--- src/rtl/sm_add_arbiter.sv ---
// Round-robin sequencer sharing one sign-magnitude adder among four requesters.
// Operands are held on the adder for ADD_LAT cycles, then the result is returned tagged with its owner.
module sm_add_arbiter #(
  parameter int ADD_LAT = 2
) (
  input  logic        clk_i,
  input  logic        rst_i,
  input  logic [3:0]  req_valid_i,
  input  logic [19:0] req_a_i,
  input  logic [19:0] req_b_i,
  output logic [3:0]  req_ready_o,
  output logic [4:0]  add_a_o,
  output logic [4:0]  add_b_o,
  output logic        add_go_o,
  input  logic [5:0]  add_c_i,
  output logic        res_valid_o,
  input  logic        res_ready_i,
  output logic [5:0]  res_c_o,
  output logic [1:0]  res_id_o,
  output logic        busy_o
);

  localparam logic [1:0] S_IDLE = 2'd0;
  localparam logic [1:0] S_BUSY = 2'd1;
  localparam logic [1:0] S_DONE = 2'd2;
  localparam logic [3:0] LatInit = 4'(ADD_LAT);

  if (ADD_LAT < 1 || ADD_LAT > 15) begin : gBadLat
    $error("sm_add_arbiter: ADD_LAT must be in 1..15");
  end

  logic [1:0] state_q, state_d;
  logic [1:0] rr_ptr_q, rr_ptr_d;
  logic [3:0] cnt_q, cnt_d;
  logic [1:0] op_id_q, op_id_d;
  logic [4:0] add_a_q, add_a_d;
  logic [4:0] add_b_q, add_b_d;
  logic       add_go_q, add_go_d;
  logic       res_valid_q, res_valid_d;
  logic [5:0] res_c_q, res_c_d;
  logic [1:0] res_id_q, res_id_d;

  logic [1:0] grantIdx;
  logic       grantHit;
  logic [1:0] scanIdx;

  // First valid requester at or after the round-robin pointer wins.
  always_comb begin
    grantIdx = 2'd0;
    grantHit = 1'b0;
    scanIdx  = 2'd0;
    for (int k = 0; k < 4; k++) begin
      scanIdx = rr_ptr_q + 2'(k);
      if (!grantHit && req_valid_i[scanIdx]) begin
        grantIdx = scanIdx;
        grantHit = 1'b1;
      end
    end
  end

  assign req_ready_o = (state_q == S_IDLE && grantHit && !rst_i) ? (4'b0001 << grantIdx) : 4'b0000;

  always_comb begin
    state_d     = state_q;
    rr_ptr_d    = rr_ptr_q;
    cnt_d       = cnt_q;
    op_id_d     = op_id_q;
    add_a_d     = add_a_q;
    add_b_d     = add_b_q;
    add_go_d    = 1'b0;
    res_valid_d = res_valid_q;
    res_c_d     = res_c_q;
    res_id_d    = res_id_q;
    case (state_q)
      S_IDLE: begin
        if (grantHit) begin
          add_a_d  = req_a_i[5*grantIdx +: 5];
          add_b_d  = req_b_i[5*grantIdx +: 5];
          op_id_d  = grantIdx;
          cnt_d    = LatInit;
          rr_ptr_d = grantIdx + 2'd1;
          add_go_d = 1'b1;
          state_d  = S_BUSY;
        end
      end
      S_BUSY: begin
        cnt_d = cnt_q - 4'd1;
        if (cnt_q == 4'd1) begin
          res_c_d     = add_c_i;
          res_id_d    = op_id_q;
          res_valid_d = 1'b1;
          state_d     = S_DONE;
        end
      end
      S_DONE: begin
        if (res_ready_i) begin
          res_valid_d = 1'b0;
          state_d     = S_IDLE;
        end
      end
      default: state_d = S_IDLE;
    endcase
  end

  // Reset discards any in-flight operation.
  always_ff @(posedge clk_i) begin
    if (rst_i) begin
      state_q     <= S_IDLE;
      rr_ptr_q    <= 2'd0;
      cnt_q       <= 4'd0;
      op_id_q     <= 2'd0;
      add_a_q     <= 5'd0;
      add_b_q     <= 5'd0;
      add_go_q    <= 1'b0;
      res_valid_q <= 1'b0;
      res_c_q     <= 6'd0;
      res_id_q    <= 2'd0;
    end else begin
      state_q     <= state_d;
      rr_ptr_q    <= rr_ptr_d;
      cnt_q       <= cnt_d;
      op_id_q     <= op_id_d;
      add_a_q     <= add_a_d;
      add_b_q     <= add_b_d;
      add_go_q    <= add_go_d;
      res_valid_q <= res_valid_d;
      res_c_q     <= res_c_d;
      res_id_q    <= res_id_d;
    end
  end

  assign add_a_o     = add_a_q;
  assign add_b_o     = add_b_q;
  assign add_go_o    = add_go_q;
  assign res_valid_o = res_valid_q;
  assign res_c_o     = res_c_q;
  assign res_id_o    = res_id_q;
  assign busy_o      = (state_q != S_IDLE);

endmodule

--- config.mk ---
export PLATFORM = sky130hd
export DESIGN_NAME = sm_add_arbiter
export DESIGN_NICKNAME = d
export VERILOG_FILES = /design/src/rtl/sm_add_arbiter.sv
export SDC_FILE = /design/constraint.sdc
export NUM_CORES = 1
export LEC_CHECK = 0
export CORE_UTILIZATION = 42
export DETAILED_ROUTE_END_ITERATION = 10
export GPL_ROUTABILITY_DRIVEN = 0
export PLACE_DENSITY = 0.92
export SLEW_MARGIN = 15
export SYNTH_ARGS = -nofsm -noshare
export SYNTH_HDL_FRONTEND = slang
export SYNTH_SLANG_ARGS = --single-unit
--- constraint.sdc ---
create_clock -name clk_i -period 1.75 [get_ports clk_i]
set_input_delay 0.175 -clock clk_i [delete_from_list [all_inputs] [get_ports clk_i]]
set_output_delay 0.175 -clock clk_i [all_outputs]
set_load 0.01 [all_outputs]
* Word level (Yosys, flattened, before mapping)
Cells that the tools add are included.
** Storage, ports and cells
- Bits in registers :: 30
- Bits of input ports :: 53
- Word-level logic and storage cells :: 76
** Operators by class
- Add/sub/neg operators :: 5
- Multipliers :: 1
- $lt $le $gt $ge :: 4
- Equality and inequality tests :: 6
- Shift-type cells :: 3
- Mux-type cells :: 27
- Bitwise gates (word level) :: 1
- Reductions and logical operators :: 19
** Operators by type and width (number)
- $shiftx A20 B6 Y5 :: 2
- $mux W2 :: 7
- $lt A2 B3 Y1 const B :: 4
- $mux W1 :: 11
- $bmux W1 S2 :: 4
- $mux W4 :: 2
- $pmux W4 S2 :: 1
- $ne A2 B2 Y1 const B :: 3
- $pmux W2 S3 :: 1
- $reduce_and A2 Y1 :: 3
- $reduce_and A3 Y1 :: 2
- $reduce_bool A2 Y1 :: 3
- $logic_and A1 B1 Y1 :: 5
- $mul A3 B2 Y5 const A :: 1
- $add A2 B1 Y2 const B :: 2
- $add A2 B2 Y2 const B :: 2
- $eq A4 B1 Y1 const B :: 1
- $logic_not A1 Y1 :: 4
- $shl A1 B2 Y4 const A :: 1
- $sub A4 B1 Y4 const B :: 1
- $eq A2 B1 Y1 const B :: 1
- $eq A2 B2 Y1 const B :: 1
- $logic_not A2 Y1 :: 1
- $pmux W1 S2 :: 1
- 2 further kinds :: 2

* Depth between registers and ports, before layout
- Depth after elaboration :: 15
- Gate-level depth with buffers :: 7

* Worst setup path before layout
No wires, ideal clock.
- Kind :: register to register
- Start point :: register cnt_q[1]
- End point :: register res_c_q[0] (netlist: res_c_o[0])
- Setup time :: 129 ps
- Arrival :: 1464 ps
- Setup slack :: 158 ps
- Stages on the path, launching flop included :: 8
- Buffers on the path :: 1
- Period minus slack after synthesis :: 1592 ps
- Cells stage by stage :: dfxtp_1 -> inv_1 -> ha_1 -> or3b_2 -> nand2b_1 -> buf_2 -> mux2i_1 -> nor2_1
** On the way
- Longest elaborated chain between the ends :: 2
** RTL lines
- from (decl) :: line 34 : logic [3:0] cnt_q, cnt_d;
- from (signal assigned) :: line 121 : cnt_q <= cnt_d;
- $eq A4 B1 Y1 :: line 88 : if (cnt_q == 4'd1) begin
- $reduce_and A2 Y1 (no source line)
- to (signal assigned) :: line 127 : res_c_q <= res_c_d;
- to (decl) :: line 40 : logic [5:0] res_c_q, res_c_d;
Every way passes these cells.
A chain may end at the register's enable or synchronous reset.

* Final worst setup path
- Start point :: register state_q[0]
- End point :: register rr_ptr_q[0]
** On the way
- Longest elaborated chain between the ends :: 2
** RTL lines
- from (decl) :: line 32 : logic [1:0] state_q, state_d;
- from (signal assigned) :: line 119 : state_q <= state_d;
- $logic_not A2 Y1 :: line 74 : case (state_q)
- $reduce_and A2 Y1 (no source line)
- to (signal assigned) :: line 120 : rr_ptr_q <= rr_ptr_d;
- to (decl) :: line 33 : logic [1:0] rr_ptr_q, rr_ptr_d;
Every way passes these cells.

==> metrics.csv <==
metric,value,unit
status,"finished, final reports clean",
total grt overflow,0,
number of diodes,0,
RSZ-0062 raised after global routing,false,
VDD IR-drop max,0.000286,V
Starting Density,44.3,%
post-synthesis sequential area ratio,33.4,%
"EDFF count, synth",0,
prevailing post-synth register cell,dfxtp_1,
P_leak,1.25,nW
number of antenna violations at the first check in global routing,0,
post-route ant nets,0,
asr flop ratio synth,0,%
fin util,72.2,%
worst flop-to-flop path startpoint,state_q[0],
largest net degree at the start of global routing,30,
drt total wl,5.84,mm
vias in the first global route,1940,
layout cell share with drive strength beyond 1,20.2,%
final period demand of the worst path,1710,ps
Critical Path Source Type,flip-flop,
DIE WIDTH,67.5,um
area of the mapped netlist,1800,um2
measured slew at the worst slew-check pin,388,ps
final setup margin,38.6,ps
CP arrival,1890,ps
Critical Path End,rr_ptr_q[0],
Nets,380,
WL/cell,15.5,um
Hold Path Class,reg2reg,
Setup CP Type,reg2reg,
GRT Total Usage,26.6,%
Yosys cell types,38,
Die H,67.5,um
Mapped Cells,225,
worst-skew pair later-pin latency,290,ps
Core ar.,4060,um2
clock slew at reported path FFs,60,ps
"Hold-fix buffers, CTS",0,
global-route wire length before repair,8.84,mm
num rows,23,
Top Ports,78,
"Req. time, crit path",1930,ps
IO buf count,77,
synth warn,0,
Die ar.,4550,um2
root buf cell,clkbuf_8,
initial drt markers,199,
TNS Setup,0,ps
PD cells,755,nW/um2
Slew headroom,74.0,%
CTS Buffer Depth,2,
worst setup path startpoint,state_q[0],
DP Worst Slack,-497,ps
"Period Utilization, post-route",97.8,%
most frequent cell after synthesis,dfxtp_1,
Hold Path Cell Cnt,2,
FMAX,584,MHz
Area contributors post-synth,"dfxtp_1 (33%), a211oi_1 (8.3%), nand2_1 (6.1%)",
Mapped Nets,280,
CP Capture Type,flip-flop,
final hold viol count,0,
DRT Pass-1 Iters,4,
CTS sink cnt,30,
HPWL Detailed,4.30,mm
final setup vio count,0,
fin. max-slew vios,0,
Reg2Reg Depth,5,
Vias/cell,5.63,
Reg2Reg Setup Slack,40,ps
Via Count,2116,
area of placed instances,2780,um2
max-cap check violation count,0,
final instance area,2930,um2
Crit Path Max Fanout,10,
largest area contributor in the netlist,dfxtp_1,
CTS buffer count,5,
area share of the largest cell type after synthesis,33.4,%
clock skew,5.09,ps
H-Tree Level Count,2,
fillcell total,302,
"FF+latch count, synth",30,
Mean Syn Cell Area,8.00,um2
CTS tree,yes,
"top cells by count, synth","dfxtp_1 (30), nand2_1 (29), nor2_1 (25), a211oi_1 (20)",
synth-to-layout area growth,62.9,%
DRC,0,
Critical R2R Capture,rr_ptr_q[0],
==> cell type report <==
type	count	area (um2)	area share, %
well taps	50	62.6	2.13
multi-input cells	168	1090	37.4
flip-flops and latches	30	603	20.6
inverters	4	15.0	0.512
clock buffers	7	86.3	2.95
clock inverters	1	5.00	0.171
repair buffers	116	1060	36.3
==> kinds of logic (layout without fill, tap and decap cells) <==
kind of cell / after synthesis / after routing / share of synthesized area [%]
AND/OR/NAND/NOR: 89 / 89 / 24.8
adder cells (fa/ha/maj): 2 / 2 / 1.39
AO/OA/AOI/OAI: 66 / 66 / 26.8
XOR/XNOR: 2 / 2 / 0.974
buffers and inverters: 27 / 128 / 7.72
multiplexers: 9 / 9 / 5.01
flip-flops: 30 / 30 / 33.4
==> where the power goes <==
part / internal, W / switching, W
Sequential: 0.000752 / 0.0000432
Combinational: 0.000450 / 0.000396
Clock: 0.000316 / 0.000256
Total: 0.00152 / 0.000695
==> how the worst min path moves through the flow <==
| stage | startpoint | slack, ps | end |
|---|---|---|---|
| after floorplan | rst_i | 260 | add_go_o |
| after global placement | op_id_q[1] | 450 | op_id_q[1] |
| after detailed placement | res_valid_o | 460 | res_valid_o |
| after CTS | res_valid_o | 470 | res_valid_o |
| after global routing | req_b_i[2] | 480 | add_b_o[2] |
| final | res_valid_o | 470 | res_valid_o |
==> through the flow <==
stage	std cells	hold WS, ps	total power (W)
after floorplan	225	263	0.00120
after global placement	364	447	0.00157
after detailed placement	364	457	0.00160
after CTS	376	466	0.00219
after global routing	376	475	0.00232
final	376	468	0.00221
==> placed cells by master, fill, tap and decap left out, types with 6 or more instances in the layout <==
| cell type | instances |
|---|---|
| and3_1 | 10 |
| dfxtp_1 | 28 |
| mux2i_1 | 9 |
| nor2_1 | 24 |
| a311oi_1 | 11 |
| clkbuf_8 | 6 |
| clkdlybuf4s50_1 | 69 |
| a211oi_1 | 18 |
| nand2_1 | 29 |
| o211ai_1 | 11 |
| a21oi_1 | 9 |
| buf_4 | 33 |
==> layer usage <==
metal	vias up	global-route usage, %	wire length (um)
met1	975	30.9	2340
li1	1015	-	-
met5	-	0	0
met3	17	7.94	518
met2	109	45.0	2830
met4	0	11.2	155
==> state kept, by name, indices dropped and copies added (netlist names) <==
name	cells
res_c_o	6
add_a_o	5
add_b_o	5
cnt_q	4
op_id_q	2
res_id_o	2
rr_ptr_q	2
state_q	2
add_go_o	1
res_valid_o	1
==> timing repair <==
item                                    4_1_cts  5_1_grt
resized for setup                            23       10
pin swaps                                     3        1
cloned                                        1        0
setup buffers                                 4        0
endpoints found under the setup margin        9       16
==> worst max-delay path: stages, from the launching register on <==
cell     delay (ps)
dfxtp_1         310
or2_4           250
a21o_4          210
buf_6           140
or4_4           540
and2_1          150
Note: power is estimated with default switching activity, not from simulation.
